$ cat src/rtl/trap_controller_if.sv
// Trap controller bus: exception/interrupt sources, CSR port and fetch redirect.
// The pipeline side uses master; the trap controller uses slave.
interface trap_controller_if #(
    parameter int N = 64
);
    logic [15:0]  excSrc;
    logic [N-1:0] excPC;
    logic [N-1:0] excTval;
    logic         irqSoft;
    logic         irqTimer;
    logic         irqExt;
    logic         mretValid;
    logic [N-1:0] mstatus;
    logic [1:0]   currentMode;
    logic         csrWrEnable;
    logic [11:0]  csrAddr;
    logic [N-1:0] csrIn;
    logic [N-1:0] csrRdData;
    logic [15:0]  trapTrigger;
    logic         trapReturn;
    logic         trapBusy;
    logic         redirectValid;
    logic [N-1:0] redirectPC;
    logic         redirectReady;

    modport master (
        output excSrc, excPC, excTval, irqSoft, irqTimer, irqExt, mretValid,
               mstatus, currentMode, csrWrEnable, csrAddr, csrIn, redirectReady,
        input  csrRdData, trapTrigger, trapReturn, trapBusy, redirectValid, redirectPC
    );

    modport slave (
        input  excSrc, excPC, excTval, irqSoft, irqTimer, irqExt, mretValid,
               mstatus, currentMode, csrWrEnable, csrAddr, csrIn, redirectReady,
        output csrRdData, trapTrigger, trapReturn, trapBusy, redirectValid, redirectPC
    );
endinterface

$ cat src/rtl/trap_controller.sv
// Machine-mode trap sequencer: selects a cause, latches mepc/mcause/mtval,
// signals the mstatus tracker and redirects fetch to mtvec or mepc.
//
//  state  | meaning
//  IDLE   | waiting for an exception, enabled interrupt or mret
//  TAKE   | trapTrigger pulse, trap target computed
//  TAKE_R | trapReturn pulse, mepc selected as target
//  REDIR  | redirect held until fetch accepts it
module trap_controller #(
    parameter int           N         = 64,
    parameter logic [N-1:0] MTVEC_RST = '0
) (
    input logic              clk,
    input logic              reset,
    trap_controller_if.slave bus
);
    typedef enum logic [1:0] {IDLE, TAKE, TAKE_R, REDIR} state_t;

    localparam logic [3:0] EXC_ORDER [16] = '{
        4'd3, 4'd1, 4'd0, 4'd2, 4'd11, 4'd9, 4'd8, 4'd6,
        4'd4, 4'd7, 4'd5, 4'd10, 4'd12, 4'd13, 4'd14, 4'd15
    };

    state_t       state;
    logic [N-1:0] mie, mtvec, mepc, mcause, mtval;
    logic [3:0]   cause_code;
    logic         cause_irq;
    logic [15:0]  trap_trigger;
    logic         trap_return;
    logic         redirect_valid;
    logic [N-1:0] redirect_pc;

    logic         exc_found, irq_found, irq_on, take_trap;
    logic [3:0]   exc_code, irq_code, sel_code;
    logic [N-1:0] mip, trap_target, csr_rd;
    logic         unused_bits;

    assign unused_bits = ^{bus.mstatus[N-1:4], bus.mstatus[2:0], bus.excPC[1:0]};

    always_comb begin
        exc_found = 1'b0;
        exc_code  = 4'd0;
        for (int i = 0; i < 16; i++) begin
            if (!exc_found && bus.excSrc[EXC_ORDER[i]]) begin
                exc_found = 1'b1;
                exc_code  = EXC_ORDER[i];
            end
        end
    end

    always_comb begin
        mip     = '0;
        mip[11] = bus.irqExt;
        mip[7]  = bus.irqTimer;
        mip[3]  = bus.irqSoft;
        irq_on  = bus.mstatus[3] | (bus.currentMode != 2'b11);
        irq_found = 1'b1;
        irq_code  = 4'd0;
        if (irq_on && mie[11] && mip[11])     irq_code = 4'd11;
        else if (irq_on && mie[3] && mip[3])  irq_code = 4'd3;
        else if (irq_on && mie[7] && mip[7])  irq_code = 4'd7;
        else                                  irq_found = 1'b0;
    end

    // An exception always wins; an mret beats a pending interrupt, which is
    // re-evaluated once the return has completed.
    assign take_trap = exc_found | (irq_found & ~bus.mretValid);
    assign sel_code  = exc_found ? exc_code : irq_code;

    always_comb begin
        trap_target = {mtvec[N-1:2], 2'b00};
        if (mtvec[1:0] == 2'd1 && cause_irq)
            trap_target = trap_target + ({{(N-4){1'b0}}, cause_code} << 2);
    end

    always_comb begin
        case (bus.csrAddr)
            12'h304: csr_rd = mie;
            12'h305: csr_rd = mtvec;
            12'h341: csr_rd = mepc;
            12'h342: csr_rd = mcause;
            12'h343: csr_rd = mtval;
            12'h344: csr_rd = mip;
            default: csr_rd = '0;
        endcase
    end

    always_ff @(posedge clk) begin
        if (reset) begin
            state          <= IDLE;
            mie            <= '0;
            mtvec          <= MTVEC_RST;
            mepc           <= '0;
            mcause         <= '0;
            mtval          <= '0;
            cause_code     <= 4'd0;
            cause_irq      <= 1'b0;
            trap_trigger   <= '0;
            trap_return    <= 1'b0;
            redirect_valid <= 1'b0;
            redirect_pc    <= '0;
        end else begin
            trap_trigger <= '0;
            trap_return  <= 1'b0;
            if (bus.csrWrEnable) begin
                case (bus.csrAddr)
                    12'h304: mie    <= bus.csrIn;
                    12'h305: mtvec  <= {bus.csrIn[N-1:2], 1'b0, bus.csrIn[1:0] == 2'd1};
                    12'h341: mepc   <= {bus.csrIn[N-1:2], 2'b00};
                    12'h342: mcause <= bus.csrIn;
                    12'h343: mtval  <= bus.csrIn;
                    default: ;
                endcase
            end
            // Trap latch is written after the CSR write so it takes precedence.
            case (state)
                IDLE: begin
                    if (take_trap) begin
                        mepc         <= {bus.excPC[N-1:2], 2'b00};
                        mcause       <= {~exc_found, {(N-5){1'b0}}, sel_code};
                        mtval        <= exc_found ? bus.excTval : '0;
                        cause_code   <= sel_code;
                        cause_irq    <= ~exc_found;
                        trap_trigger <= 16'd1 << sel_code;
                        state        <= TAKE;
                    end else if (bus.mretValid) begin
                        trap_return <= 1'b1;
                        state       <= TAKE_R;
                    end
                end
                TAKE: begin
                    redirect_pc    <= trap_target;
                    redirect_valid <= 1'b1;
                    state          <= REDIR;
                end
                TAKE_R: begin
                    redirect_pc    <= mepc;
                    redirect_valid <= 1'b1;
                    state          <= REDIR;
                end
                REDIR: begin
                    if (bus.redirectReady) begin
                        redirect_valid <= 1'b0;
                        state          <= IDLE;
                    end
                end
                default: state <= IDLE;
            endcase
        end
    end

    assign bus.csrRdData     = csr_rd;
    assign bus.trapTrigger   = trap_trigger;
    assign bus.trapReturn    = trap_return;
    assign bus.trapBusy      = (state != IDLE);
    assign bus.redirectValid = redirect_valid;
    assign bus.redirectPC    = redirect_pc;
endmodule

$ cat src/flat_wrapper.sv
// flat-port wrapper written by rule: the top's interface ports become plain ports
module trap_controller_flat 
#(
    parameter int           N         = 64,
    parameter logic [N-1:0] MTVEC_RST = '0
)
  (clk, reset, bus_excSrc, bus_excPC, bus_excTval, bus_irqSoft, bus_irqTimer, bus_irqExt, bus_mretValid, bus_mstatus, bus_currentMode, bus_csrWrEnable, bus_csrAddr, bus_csrIn, bus_redirectReady, bus_csrRdData, bus_trapTrigger, bus_trapReturn, bus_trapBusy, bus_redirectValid, bus_redirectPC);
  trap_controller_if #(.N(N)) bus_i ();
  input logic clk;
  input logic reset;
  input wire logic [$bits(bus_i.excSrc)-1:0] bus_excSrc;
  input wire logic [$bits(bus_i.excPC)-1:0] bus_excPC;
  input wire logic [$bits(bus_i.excTval)-1:0] bus_excTval;
  input wire logic [$bits(bus_i.irqSoft)-1:0] bus_irqSoft;
  input wire logic [$bits(bus_i.irqTimer)-1:0] bus_irqTimer;
  input wire logic [$bits(bus_i.irqExt)-1:0] bus_irqExt;
  input wire logic [$bits(bus_i.mretValid)-1:0] bus_mretValid;
  input wire logic [$bits(bus_i.mstatus)-1:0] bus_mstatus;
  input wire logic [$bits(bus_i.currentMode)-1:0] bus_currentMode;
  input wire logic [$bits(bus_i.csrWrEnable)-1:0] bus_csrWrEnable;
  input wire logic [$bits(bus_i.csrAddr)-1:0] bus_csrAddr;
  input wire logic [$bits(bus_i.csrIn)-1:0] bus_csrIn;
  input wire logic [$bits(bus_i.redirectReady)-1:0] bus_redirectReady;
  output wire logic [$bits(bus_i.csrRdData)-1:0] bus_csrRdData;
  output wire logic [$bits(bus_i.trapTrigger)-1:0] bus_trapTrigger;
  output wire logic [$bits(bus_i.trapReturn)-1:0] bus_trapReturn;
  output wire logic [$bits(bus_i.trapBusy)-1:0] bus_trapBusy;
  output wire logic [$bits(bus_i.redirectValid)-1:0] bus_redirectValid;
  output wire logic [$bits(bus_i.redirectPC)-1:0] bus_redirectPC;
  assign bus_i.excSrc = bus_excSrc;
  assign bus_i.excPC = bus_excPC;
  assign bus_i.excTval = bus_excTval;
  assign bus_i.irqSoft = bus_irqSoft;
  assign bus_i.irqTimer = bus_irqTimer;
  assign bus_i.irqExt = bus_irqExt;
  assign bus_i.mretValid = bus_mretValid;
  assign bus_i.mstatus = bus_mstatus;
  assign bus_i.currentMode = bus_currentMode;
  assign bus_i.csrWrEnable = bus_csrWrEnable;
  assign bus_i.csrAddr = bus_csrAddr;
  assign bus_i.csrIn = bus_csrIn;
  assign bus_i.redirectReady = bus_redirectReady;
  assign bus_csrRdData = bus_i.csrRdData;
  assign bus_trapTrigger = bus_i.trapTrigger;
  assign bus_trapReturn = bus_i.trapReturn;
  assign bus_trapBusy = bus_i.trapBusy;
  assign bus_redirectValid = bus_i.redirectValid;
  assign bus_redirectPC = bus_i.redirectPC;
  trap_controller #(.N(N), .MTVEC_RST(MTVEC_RST)) u_core (.clk(clk), .reset(reset), .bus(bus_i));
endmodule
$ cat config.mk
export PLATFORM = sky130hd
export DESIGN_NAME = trap_controller_flat
export DESIGN_NICKNAME = d
export VERILOG_FILES = /design/src/rtl/trap_controller_if.sv /design/src/rtl/trap_controller.sv /design/src/flat_wrapper.sv
export SDC_FILE = /design/constraint.sdc
export NUM_CORES = 1
export LEC_CHECK = 0
export CAP_MARGIN = 5
export CORE_MARGIN = 5
export CORE_UTILIZATION = 40
export DETAILED_ROUTE_END_ITERATION = 6
export GPL_TIMING_DRIVEN = 0
export PLACE_DENSITY = 0.7
export SLEW_MARGIN = 20
export SYNTH_ARGS = -nofsm -noshare
export SYNTH_HDL_FRONTEND = slang
export SYNTH_SLANG_ARGS = --single-unit
$ cat constraint.sdc
create_clock -name clk -period 3.2 [get_ports clk]
set_clock_uncertainty 0.05 [all_clocks]
set_input_delay 0.48 -clock clk [delete_from_list [all_inputs] [get_ports clk]]
set_output_delay 0.48 -clock clk [all_outputs]
set_load 0.01 [all_outputs]
==> metrics, run 1 <==
I/O pin count=441; fraction of the cycle the final worst path needs=109%; most frequent cell after synthesis=sky130_fd_sc_hd__nand2_1; power share of the sequential group=42.1%; area after detailed placement=0.0239 mm^2; max-cap check violation count=0; Max-Slew Margin vs Limit=15.0%; average instance area after synthesis=8.33 um^2; worst reg-to-reg path cell count=10; internal power of the cells=9610 uW; final design area excluding fillers=0.0267 mm^2; biggest area consumer among synthesized cells=sky130_fd_sc_hd__dfxtp_1; GR Util All Layers=29.8%; unrepaired setup endpoints after global routing=yes; post-synth net total=2,622; Synth Flop Type=sky130_fd_sc_hd__dfxtp_1; vias in the first global route=19,834; top cells by count, synth=495 x sky130_fd_sc_hd__nand2_1, 408 x sky130_fd_sc_hd__dfxtp_1, 261 x sky130_fd_sc_hd__a21oi_1; Die H=230 um; number of buffers created by CTS=46; PnR Total Power=13,800 uW; violations in the final reports=setup timing; number of antenna violations at the first check in global routing=7; source of the worst register-to-register timing path=u_core.mtvec[2]; count of standard-cell rows=80; outcome=finished with violations; Wirelength per Cell=24.3 um; post-synth top area share=42.3%; Via density=5.86; setup violation total in the final timing report=77; critical path endpoint category=output port; type of the setup path with the least slack=in -> out; clock tree from TritonCTS=done; area added between synthesis and finish=37.9%; total power divided by cell area=517 mW/mm^2; I/O Buffers=374; Synth async-reset ratio=0%; number of pins with negative max-slew slack in the final report=0; clock latency of the later-clocked register in the worst-skew pair=0.59 ns; post-DP HPWL=60,600 um; arrival time at the worst endpoint=2.95 ns; setup slack of the worst register-to-register path=0.19 ns; post-layout minimum cycle time=3.48 ns; maximum resistive drop on vdd=297 uV; cell chosen for the clock root=sky130_fd_sc_hd__clkbuf_16; critical path required time=2.67 ns; number of design rule violations left after detail routing=0; switching share of power=30.3%; share of final-layout standard cells stronger than drive strength 1=12.5%; initial DRC count=2,176; Fmax achieved=288 MHz; maximum clock path buffer count=3; Worst Hold Launch=bus_excTval[51]; post-synthesis instance area=0.0193 mm^2; DRT Wirelength=83,800 um; worst hold path class=in -> reg; initial core utilization=40.5%; Yosys warning count=0; Synth Register Bits=408; wire length of the first global-routing pass=123,000 um; Die Span X=230 um; count of antenna-violating nets left after detailed routing=0; capture instance of the worst register-to-register path=u_core.bus.redirectPC[44]; area inside the core boundary=0.0477 mm^2; Num Clock Sinks=408; gate count of the mapped netlist=2,319; startpoint kind of the worst setup timing path=input pin; H-Tree Level Count=2; total die area=0.0528 mm^2; gr ovfl total=0; TritonRoute pass-1 iters=5; final weighted congestion in routability-driven placement=0.935; pin slew with the least headroom to its limit=1.27 ns; Worst Hold Depth=3; Worst Path Max Fanout=5; number of enable flip-flop cells after synthesis=0; cell leakage power=0.00978 uW; share of power burned in combinational logic=17.7%; top post-synthesis cells by area=sky130_fd_sc_hd__dfxtp_1 42%, sky130_fd_sc_hd__mux2i_1 10%, sky130_fd_sc_hd__nand2_1 9.6%; net load switching power=4170 uW; number of nets in the finished design=3,097; clock share of power=40.3%; maximum number of pins on one net before global-route repair=13; worst hold endpoint=u_core.mtval[51]; clk slew on worst S/H paths=0.06 ns; final setup slack of the worst path=-0.278 ns; number of library cell types mapped by synthesis=66; overall via count from detail_route=20,249; Final Hold Violating Endpoints=0; share of the yosys chip area belonging to registers=42.3%; Crit. Startpoint=bus_csrAddr[7]
## kinds of logic after synthesis
group / after synthesis / synth area share (%)
compound gates: 610 / 20.3
xor+xnor: 56 / 2.54
mux: 198 / 10.3
buf+inv: 214 / 5.37
simple gates: 824 / 18.6
flops: 408 / 42.3
fa+ha+maj: 9 / 0.621
## through the flow
| step | setup slack (ns) | hold slack [ns] | TNS (ns) | util (%) | cells |
|---|---|---|---|---|---|
| 2_1_floorplan | 0.212 | 0.381 | 0 | - | 2319 |
| 4_1_cts | -0.364 | 0.370 | -18.07 | 55.8 | 3449 |
| 3_3_place_gp | -1.66 | 0.387 | -388.92 | 49.9 | 3308 |
| 3_5_place_dp | -1.71 | 0.392 | -399.60 | 50.0 | 3310 |
| 6_report | -0.278 | 0.384 | -10.62 | 55.8 | 3453 |
| 5_1_grt | -0.314 | 0.396 | -12.77 | 55.8 | 3448 |
## power by group through the flow
stage / logic, uW / clock network [uW] / registers, uW
detailed placement: 2320 / 0 / 5850
global route: 2580 / 5790 / 5820
global placement: 2270 / 0 / 5850
finish: 2430 / 5560 / 5800
floorplan: 1190 / 0 / 5720
CTS: 2350 / 5570 / 5760
## routing by layer
layer | up-vias | track usage, % | part of all wire (%) | routed length (um)
li1 | 9229 | - | - | -
met1 | 9642 | 38.0 | 40 | 33500
met2 | 1162 | 48.1 | 46 | 38200
met3 | 216 | 7.22 | 9.4 | 7900
met4 | 0 | 13.3 | 5.0 | 4160
met5 | - | 0 | 0 | 0
## final cells by class
cell class / count / area [um^2]
multi-input combinational: 1697 / 10600
fill: 4159 / 21100
tap: 615 / 769
buffer: 181 / 1050
clock buffer: 69 / 1430
sequential: 408 / 8170
inverter: 24 / 90.1
clock inverter: 16 / 155
timing repair buffer: 436 / 4360
antenna: 7 / 17.5
## critical path, stage by stage
cell and delay (ns):
sky130_fd_sc_hd__clkbuf_2 0.08, sky130_fd_sc_hd__or4_4 0.52, sky130_fd_sc_hd__or4_4 0.50, sky130_fd_sc_hd__buf_6 0.16, sky130_fd_sc_hd__nor2_4 0.08, sky130_fd_sc_hd__and3_4 0.24
sky130_fd_sc_hd__buf_12 0.14, sky130_fd_sc_hd__buf_8 0.12, sky130_fd_sc_hd__buf_12 0.10, sky130_fd_sc_hd__buf_8 0.12, sky130_fd_sc_hd__o2bb2ai_2 0.10, sky130_fd_sc_hd__a221o_1 0.16
sky130_fd_sc_hd__buf_2 0.14
## state kept, by name, summed over array words and instances (netlist names)
| register | cells |
|---|---|
| u_core.mie | 64 |
| u_core.bus.trapReturn | 1 |
| u_core.cause_irq | 1 |
| u_core.state | 2 |
| u_core.mtval | 64 |
| u_core.mepc | 64 |
| u_core.cause_code | 4 |
| u_core.mcause | 64 |
| u_core.bus.redirectValid | 1 |
| u_core.bus.trapTrigger | 16 |
| u_core.bus.redirectPC | 64 |
| u_core.mtvec | 63 |
## layout by cell type (no fill, tap or decap), types with 21 or more instances in the layout
cell type	synthesis	layout
sky130_fd_sc_hd__clkbuf_16	0	49
sky130_fd_sc_hd__o21ai_0	21	21
sky130_fd_sc_hd__o2bb2ai_2	0	36
sky130_fd_sc_hd__buf_6	4	29
sky130_fd_sc_hd__nor3_1	22	22
sky130_fd_sc_hd__inv_1	23	23
sky130_fd_sc_hd__clkbuf_1	126	119
sky130_fd_sc_hd__o22ai_1	41	41
sky130_fd_sc_hd__xnor2_1	48	48
sky130_fd_sc_hd__clkdlybuf4s50_1	0	306
sky130_fd_sc_hd__a21oi_1	261	261
sky130_fd_sc_hd__buf_2	34	78
sky130_fd_sc_hd__a211oi_1	68	68
sky130_fd_sc_hd__buf_12	6	24
sky130_fd_sc_hd__nand4_1	23	23
sky130_fd_sc_hd__o21ai_1	60	60
sky130_fd_sc_hd__dfxtp_1	408	408
sky130_fd_sc_hd__nand2_1	495	491
sky130_fd_sc_hd__a221o_1	62	62
sky130_fd_sc_hd__nand3_1	24	23
sky130_fd_sc_hd__and3_1	62	61
sky130_fd_sc_hd__mux2i_1	197	197
sky130_fd_sc_hd__buf_4	17	28
sky130_fd_sc_hd__nor2_1	130	128
## worst max-delay path by stage
stage | slack, ns | to
after floorplan | 0.21 | bus_csrRdData[10]
after global placement | -1.66 | bus_csrRdData[26]
after detailed placement | -1.71 | bus_csrRdData[7]
after CTS | -0.36 | bus_csrRdData[16]
after global routing | -0.31 | bus_csrRdData[9]
final | -0.28 | bus_csrRdData[16]
## repair_timing
item / in CTS / in global routing
setup buffers: 40 / 16
setup endpoints to repair: 379 / 306
gates resized for setup: 438 / 57
hold buffers: 0 / 0
pin swaps: 38 / 28
gates cloned: 17 / 0
Power figures use the tool's default switching activity.
==> run 2, diff against run 1 <==
--- a/config.mk
+++ b/config.mk
@@ -6,11 +6,13 @@
 export NUM_CORES = 1
 export LEC_CHECK = 0
 export CAP_MARGIN = 5
+export CORE_ASPECT_RATIO = 0.7
 export CORE_MARGIN = 5
 export CORE_UTILIZATION = 40
+export CTS_CLUSTER_DIAMETER = 30
 export DETAILED_ROUTE_END_ITERATION = 6
 export GPL_TIMING_DRIVEN = 0
-export PLACE_DENSITY = 0.7
+export PLACE_DENSITY = 0.65
 export SLEW_MARGIN = 20
 export SYNTH_ARGS = -nofsm -noshare
 export SYNTH_HDL_FRONTEND = slang
==> run 2 against run 1 <==
  * The run still ends with setup timing left
  * Final area is 4.5% higher
  * Setup slack lost 0.13 ns
  * Combinational power fell by 2%
  * Clock-buffer cell count is 31 higher
  * Die area up 0.13%
  * Sequential share of layout area fell by 1.3 points
  * Hold slack lost 0.027 ns
  * Sequential power is essentially flat
  * Global-route usage up 0.53 points
==> metrics, run 2 (synthesis gave the netlist of run 1 again) <==
violations in the final reports=setup timing (unchanged); CTS Hold Bufs=0 (unchanged); total power divided by cell area=639 mW/mm^2 (was 517 mW/mm^2); initial core utilization=40.4% (was 40.5%); cell chosen for the clock root=sky130_fd_sc_hd__clkbuf_16 (unchanged); outcome=finished with violations (unchanged); gr ovfl total=0 (unchanged); area added between synthesis and finish=44.2% (was 37.9%); number of nets in the finished design=3,137 (was 3,097); number of antenna violations at the first check in global routing=1 (was 7); most common cell after layout, fill and taps aside=sky130_fd_sc_hd__nand2_1 (unchanged); n_diodes=0 (was 7); pin slew with the least headroom to its limit=1.00 ns (was 1.27 ns); PnR Total Power=17,800 uW (was 13,800 uW); number of design rule violations left after detail routing=0 (unchanged); arrival time at the worst endpoint=3.08 ns (was 2.95 ns); number of pins with negative max-slew slack in the final report=0 (unchanged); critical path required time=2.67 ns (about the same); H-Tree Level Count=3 (was 2); final standard cell utilization of the core=58.2% (was 55.8%); clock latency of the later-clocked register in the worst-skew pair=0.63 ns (was 0.59 ns); Via density=5.79 (was 5.86); worst hold path class=in -> reg (unchanged); commonest non-fill, non-tap cells in the layout=493 x sky130_fd_sc_hd__nand2_1, 408 x sky130_fd_sc_hd__dfxtp_1, 305 x sky130_fd_sc_hd__clkdlybuf4s50_1 (was 491 x sky130_fd_sc_hd__nand2_1, 408 x sky130_fd_sc_hd__dfxtp_1, 306 x sky130_fd_sc_hd__clkdlybuf4s50_1); count of standard-cell rows=67 (was 80); I/O pin count=441 (unchanged); Die H=194 um (was 230 um); share of final-layout standard cells stronger than drive strength 1=13.4% (was 12.5%); critical path endpoint category=output port (unchanged); final setup slack of the worst path=-0.411 ns (was -0.278 ns); maximum clock path buffer count=3 (unchanged); maximum number of pins on one net before global-route repair=12 (was 13); GR Util All Layers=30.3% (was 29.8%); setup slack of the worst register-to-register path=0.21 ns (was 0.19 ns); max-cap check violation count=0 (unchanged); cell leakage power=0.0104 uW (was 0.00978 uW); post-layout minimum cycle time=3.61 ns (was 3.48 ns); clk slew on worst S/H paths=0.05 ns (was 0.06 ns); Fmax achieved=277 MHz (was 288 MHz); overall via count from detail_route=20,610 (was 20,249); Max-Slew Margin vs Limit=33.1% (was 15.0%); initial DRC count=2,190 (was 2,176); vias in the first global route=20,040 (was 19,834); fraction of the cycle the final worst path needs=113% (was 109%); Die Span X=273 um (was 230 um); total die area=0.0529 mm^2 (was 0.0528 mm^2); wire length of the first global-routing pass=125,000 um (was 123,000 um); number of non-filler instances in the completed layout=3,557 (was 3,453); number of placed cells counting well taps=3,349 (was 3,310); TritonRoute pass-1 iters=7 (was 5); maximum resistive drop on vdd=340 uV (was 297 uV); post-DP HPWL=61,200 um (was 60,600 um); Wirelength per Cell=23.7 um (was 24.3 um); Num Clock Sinks=408 (unchanged); Final Hold Violating Endpoints=0 (unchanged); area inside the core boundary=0.0479 mm^2 (was 0.0477 mm^2); Filler Cells Inserted=4,192 (was 4,159); setup violation total in the final timing report=64 (was 77); type of the setup path with the least slack=in -> out (unchanged); startpoint kind of the worst setup timing path=input pin (unchanged); DRT Wirelength=84,300 um (was 83,800 um); clock tree from TritonCTS=done (unchanged); final weighted congestion in routability-driven placement=0.903 (was 0.935); unrepaired setup endpoints after global routing=yes (unchanged); Worst Path Max Fanout=7 (was 5); I/O Buffers=374 (unchanged); count of antenna-violating nets left after detailed routing=0 (unchanged); number of buffers created by CTS=84 (was 46)
-- run 2: cell count changes in the layout (fill, tap and decap cells not counted), sizes merged --
cell	delta
clkbuf	+31
clkdlybuf4s50	-1
clkinvlp	+9
bufinv	+14
clkinv	+6
buf	+2
dlygate4sd2	+1
inv	+9
diode	-7
-- run 2: final cells by class --
| cell class | count | area (um^2) | area share (%) |
|---|---|---|---|
| Clock inverter | 54 | 816 | 2.93 |
| Tap cell | 655 | 820 | 2.94 |
| Buffer | 185 | 1100 | 3.95 |
| Timing Repair Buffer | 434 | 4240 | 15.2 |
| Inverter | 24 | 90.1 | 0.323 |
| Multi-Input combinational cell | 1697 | 10300 | 37.1 |
| Sequential cell | 408 | 8170 | 29.3 |
| Clock buffer | 100 | 2280 | 8.20 |
-- run 2: per-stage QoR --
step	setup slack, ns	area, um^2	hold slack [ns]	TNS [ns]
final	-0.411	27900	0.358	-19.54
after global routing	-0.453	27900	0.353	-22.10
after CTS	-0.401	27700	0.337	-17.57
after detailed placement	-1.92	23900	0.393	-423.06
after global placement	-1.90	23900	0.386	-414.30
after floorplan	0.212	19300	0.381	0
-- run 2: metal layers --
layer | up-vias | share of wire [%] | track usage (%)
met3 | 203 | 11 | 8.71
met1 | 9916 | 43 | 41.7
met5 | - | 0.014 | 0
li1 | 9335 | - | -
met2 | 1154 | 43 | 45.4
met4 | 2 | 3.7 | 11.1
-- run 2: path summary, 6_finish.rpt --
kind                startpoint                   endpoint  depth (start not counted)
max             bus_csrAddr[3]           bus_csrRdData[6]                         13
min            bus_excTval[23]           u_core.mtval[23]                          3
max reg2reg    u_core.mtvec[2]  u_core.bus.redirectPC[44]                         10
min reg2reg  u_core.mcause[29]          u_core.mcause[29]                          2
-- run 2: report_power, final --
part / switching, uW / internal [uW]
combinational: 1540 / 835
clock: 3110 / 6500
sequential: 350 / 5450
-- run 2: timing repair --
item | in CTS | in global routing
setup buffers | 38 | 14
pin swaps | 60 | 14
cloned | 7 | 2
gates resized for setup | 405 | 26
setup endpoints to repair | 381 | 297
-- run 2: critical path: stages --
cell and delay (ns):
sky130_fd_sc_hd__buf_6 0.09, sky130_fd_sc_hd__or4_4 0.56, sky130_fd_sc_hd__or4_4 0.48, sky130_fd_sc_hd__buf_6 0.15
sky130_fd_sc_hd__nor4b_4 0.23, sky130_fd_sc_hd__nor2b_4 0.21, sky130_fd_sc_hd__buf_12 0.16, sky130_fd_sc_hd__buf_4 0.12
sky130_fd_sc_hd__buf_8 0.11, sky130_fd_sc_hd__buf_8 0.12, sky130_fd_sc_hd__buf_6 0.09, sky130_fd_sc_hd__a221o_1 0.15
sky130_fd_sc_hd__buf_2 0.14
==> run 3, diff against run 2 <==
--- a/config.mk
+++ b/config.mk
@@ -17,3 +17,4 @@
 export SYNTH_ARGS = -nofsm -noshare
 export SYNTH_HDL_FRONTEND = slang
 export SYNTH_SLANG_ARGS = --single-unit
+export TNS_END_PERCENT = 5
==> constraint.sdc (replaced) <==
create_clock -name clk -period 3.2 [get_ports clk]
set_clock_uncertainty 0.05 [all_clocks]
set_input_delay 0.32 -clock clk [delete_from_list [all_inputs] [get_ports clk]]
set_output_delay 0.32 -clock clk [all_outputs]
set_load 0.01 [all_outputs]
==> run 3 against run 2 <==
  * Hold slack worse by 0.16 ns
  * Maximum frequency is 9.5% higher
  * Sequential share of layout area is 0.65 points higher
  * Combinational power hardly changed
  * Via count is 1.2% lower
  * The run still ends with setup timing left
==> metrics, run 3 (synthesis gave the netlist of run 1 again) <==
clock latency of the later-clocked register in the worst-skew pair=0.64 ns (was 0.63 ns); outcome=finished with violations (unchanged); wire length of the first global-routing pass=123,000 um (was 125,000 um); worst hold path class=in -> reg (unchanged); fraction of the cycle the final worst path needs=103% (was 113%); Fmax achieved=303 MHz (was 277 MHz); DRT Wirelength=83,200 um (was 84,300 um); clock share of power=54.1% (was 54.0%); clk slew on worst S/H paths=0.05 ns (about the same); Wirelength per Cell=23.6 um (was 23.7 um); number of placed cells counting well taps=3,349 (unchanged); H-Tree Level Count=3 (unchanged); number of antenna violations at the first check in global routing=4 (was 1); overall via count from detail_route=20,371 (was 20,610); critical path required time=2.83 ns (was 2.67 ns); area added between synthesis and finish=41.0% (was 44.2%); arrival time at the worst endpoint=2.93 ns (was 3.08 ns); most common cell after layout, fill and taps aside=sky130_fd_sc_hd__nand2_1 (unchanged); clock tree from TritonCTS=done (unchanged); Num Clock Sinks=408 (unchanged); violations in the final reports=setup timing (unchanged); type of the setup path with the least slack=in -> out (unchanged); number of design rule violations left after detail routing=0 (unchanged); switching share of power=28.1% (about the same); post-DP HPWL=61,200 um (unchanged); maximum clock path buffer count=3 (unchanged); number of nets in the finished design=3,104 (was 3,137); net load switching power=4990 uW (was 5010 uW); initial core utilization=40.4% (unchanged); cell leakage power=0.0101 uW (was 0.0104 uW); final weighted congestion in routability-driven placement=0.903 (unchanged); area of the multi-input gates=0.0103 mm^2 (about the same); critical path endpoint category=output port (unchanged); commonest non-fill, non-tap cells in the layout=493 x sky130_fd_sc_hd__nand2_1, 408 x sky130_fd_sc_hd__dfxtp_1, 305 x sky130_fd_sc_hd__clkdlybuf4s50_1 (unchanged); Die Span X=273 um (unchanged); count of antenna-violating nets left after detailed routing=0 (unchanged); CTS Hold Bufs=0 (unchanged); PnR Total Power=17,800 uW (about the same); GR Util All Layers=29.9% (was 30.3%); number of buffers created by CTS=84 (unchanged); post-layout minimum cycle time=3.30 ns (was 3.61 ns); Via density=5.78 (was 5.79); I/O pin count=441 (unchanged); cell chosen for the clock root=sky130_fd_sc_hd__clkbuf_16 (unchanged); internal power of the cells=12,800 uW (about the same); number of non-filler instances in the completed layout=3,525 (was 3,557); startpoint kind of the worst setup timing path=input pin (unchanged); total power divided by cell area=652 mW/mm^2 (was 639 mW/mm^2); area inside the core boundary=0.0479 mm^2 (unchanged); total die area=0.0529 mm^2 (unchanged); Final Hold Violating Endpoints=0 (unchanged); I/O Buffers=374 (unchanged); setup violation total in the final timing report=16 (was 64); pin slew with the least headroom to its limit=1.18 ns (was 1.00 ns); Filler Cells Inserted=4,279 (was 4,192); final setup slack of the worst path=-0.0961 ns (was -0.411 ns); max-cap check violation count=0 (unchanged); FF/Latch Area=0.00817 mm^2 (unchanged); vias in the first global route=19,712 (was 20,040); Die H=194 um (unchanged); maximum resistive drop on vdd=333 uV (was 340 uV); share of final-layout standard cells stronger than drive strength 1=11.9% (was 13.4%); number of pins with negative max-slew slack in the final report=0 (unchanged); initial DRC count=2,121 (was 2,190); TritonRoute pass-1 iters=6 (was 7); Worst Path Max Fanout=10 (was 7); maximum number of pins on one net before global-route repair=12 (unchanged); power share of the sequential group=32.6% (about the same); share of power burned in combinational logic=13.3% (was 13.4%); count of standard-cell rows=67 (unchanged); gr ovfl total=0 (unchanged); Max-Slew Margin vs Limit=21.4% (was 33.1%); unrepaired setup endpoints after global routing=yes (unchanged)
==> run 3: cell count changes in the layout (fill, tap and decap cells not counted), moves of 2 or more <==
cell / delta
sky130_fd_sc_hd__clkdlybuf4s15_2: +2
sky130_fd_sc_hd__buf_16: -4
sky130_fd_sc_hd__buf_6: -14
sky130_fd_sc_hd__o2bb2ai_1: +9
sky130_fd_sc_hd__buf_12: -6
sky130_fd_sc_hd__clkbuf_16: -2
sky130_fd_sc_hd__a22oi_1: +3
sky130_fd_sc_hd__clkbuf_1: +3
sky130_fd_sc_hd__o2bb2ai_2: -9
sky130_fd_sc_hd__buf_4: -6
sky130_fd_sc_hd__a22oi_2: -3
sky130_fd_sc_hd__buf_8: -4
==> run 3: repair_timing <==
| item | in CTS | in global routing |
|---|---|---|
| pin swaps | 33 | 17 |
| buffers inserted | 16 | 3 |
| cloned | 3 | 0 |
| endpoints found under the setup margin | 363 | 257 |
| gates resized for setup | 343 | 22 |
==> run 3: metal layers <==
| metal | up-vias | global-route usage (%) | share of wire (%) |
|---|---|---|---|
| li1 | 9260 | - | - |
| met1 | 9731 | 41.0 | 42 |
| met2 | 1172 | 45.3 | 43 |
| met3 | 204 | 9.34 | 12 |
| met4 | 4 | 9.37 | 3.2 |
| met5 | - | 0 | 0.036 |
==> run 3: power groups by stage <==
stage               Sequential (uW)  Combinational [uW]  Clock (uW)
finish                         5800                2360        9610
global route                   5810                2530        9910
CTS                            5780                2320        9640
detailed placement             5870                2290           0
global placement               5870                2240           0
floorplan                      5720                1190           0
==> run 3: final cells by class <==
cell class | instances | area share, %
multi-input cells | 1697 | 37.7
flip-flops and latches | 408 | 30.0
repair buffers | 397 | 13.6
clock buffers | 100 | 8.38
plain buffers | 189 | 4.10
well taps | 655 | 3.01
clock inverters | 54 | 2.99
inverters | 24 | 0.330
diodes | 1 | 0.00918
==> run 3: final timing paths <==
check                                                  to  slack [ns]  cells after the start              start
worst min-delay path                     u_core.mtval[23]        0.19                      3    bus_excTval[23]
worst min register to register          u_core.mcause[35]        0.40                      2  u_core.mcause[35]
worst max register to register  u_core.bus.redirectPC[44]        0.16                     10    u_core.mtvec[2]
worst max-delay path                    bus_csrRdData[27]        -0.1                     11     bus_csrAddr[3]
==> run 3: critical path, cell delays in order <==
cell and delay, ns:
sky130_fd_sc_hd__buf_6 0.09, sky130_fd_sc_hd__or4_4 0.56, sky130_fd_sc_hd__or4_4 0.49, sky130_fd_sc_hd__buf_6 0.15, sky130_fd_sc_hd__nor4b_4 0.24, sky130_fd_sc_hd__nor2b_4 0.22
sky130_fd_sc_hd__buf_12 0.16, sky130_fd_sc_hd__buf_4 0.12, sky130_fd_sc_hd__buf_6 0.13, sky130_fd_sc_hd__a221o_1 0.21, sky130_fd_sc_hd__clkdlybuf4s15_2 0.25
==> run 3: metrics by stage <==
stage	instance area (um^2)	setup TNS, ns	util [%]	hold WS (ns)	worst slack (ns)
finish	27300	-0.334	57.0	0.194	-0.0961
global route	27300	-3.17	56.9	0.191	-0.164
CTS	27200	-0.156	56.8	0.177	-0.0463
detailed placement	23900	-350.55	50.0	0.393	-1.60
global placement	23900	-339.42	49.9	0.386	-1.58
floorplan	19300	0	-	0.379	0.532
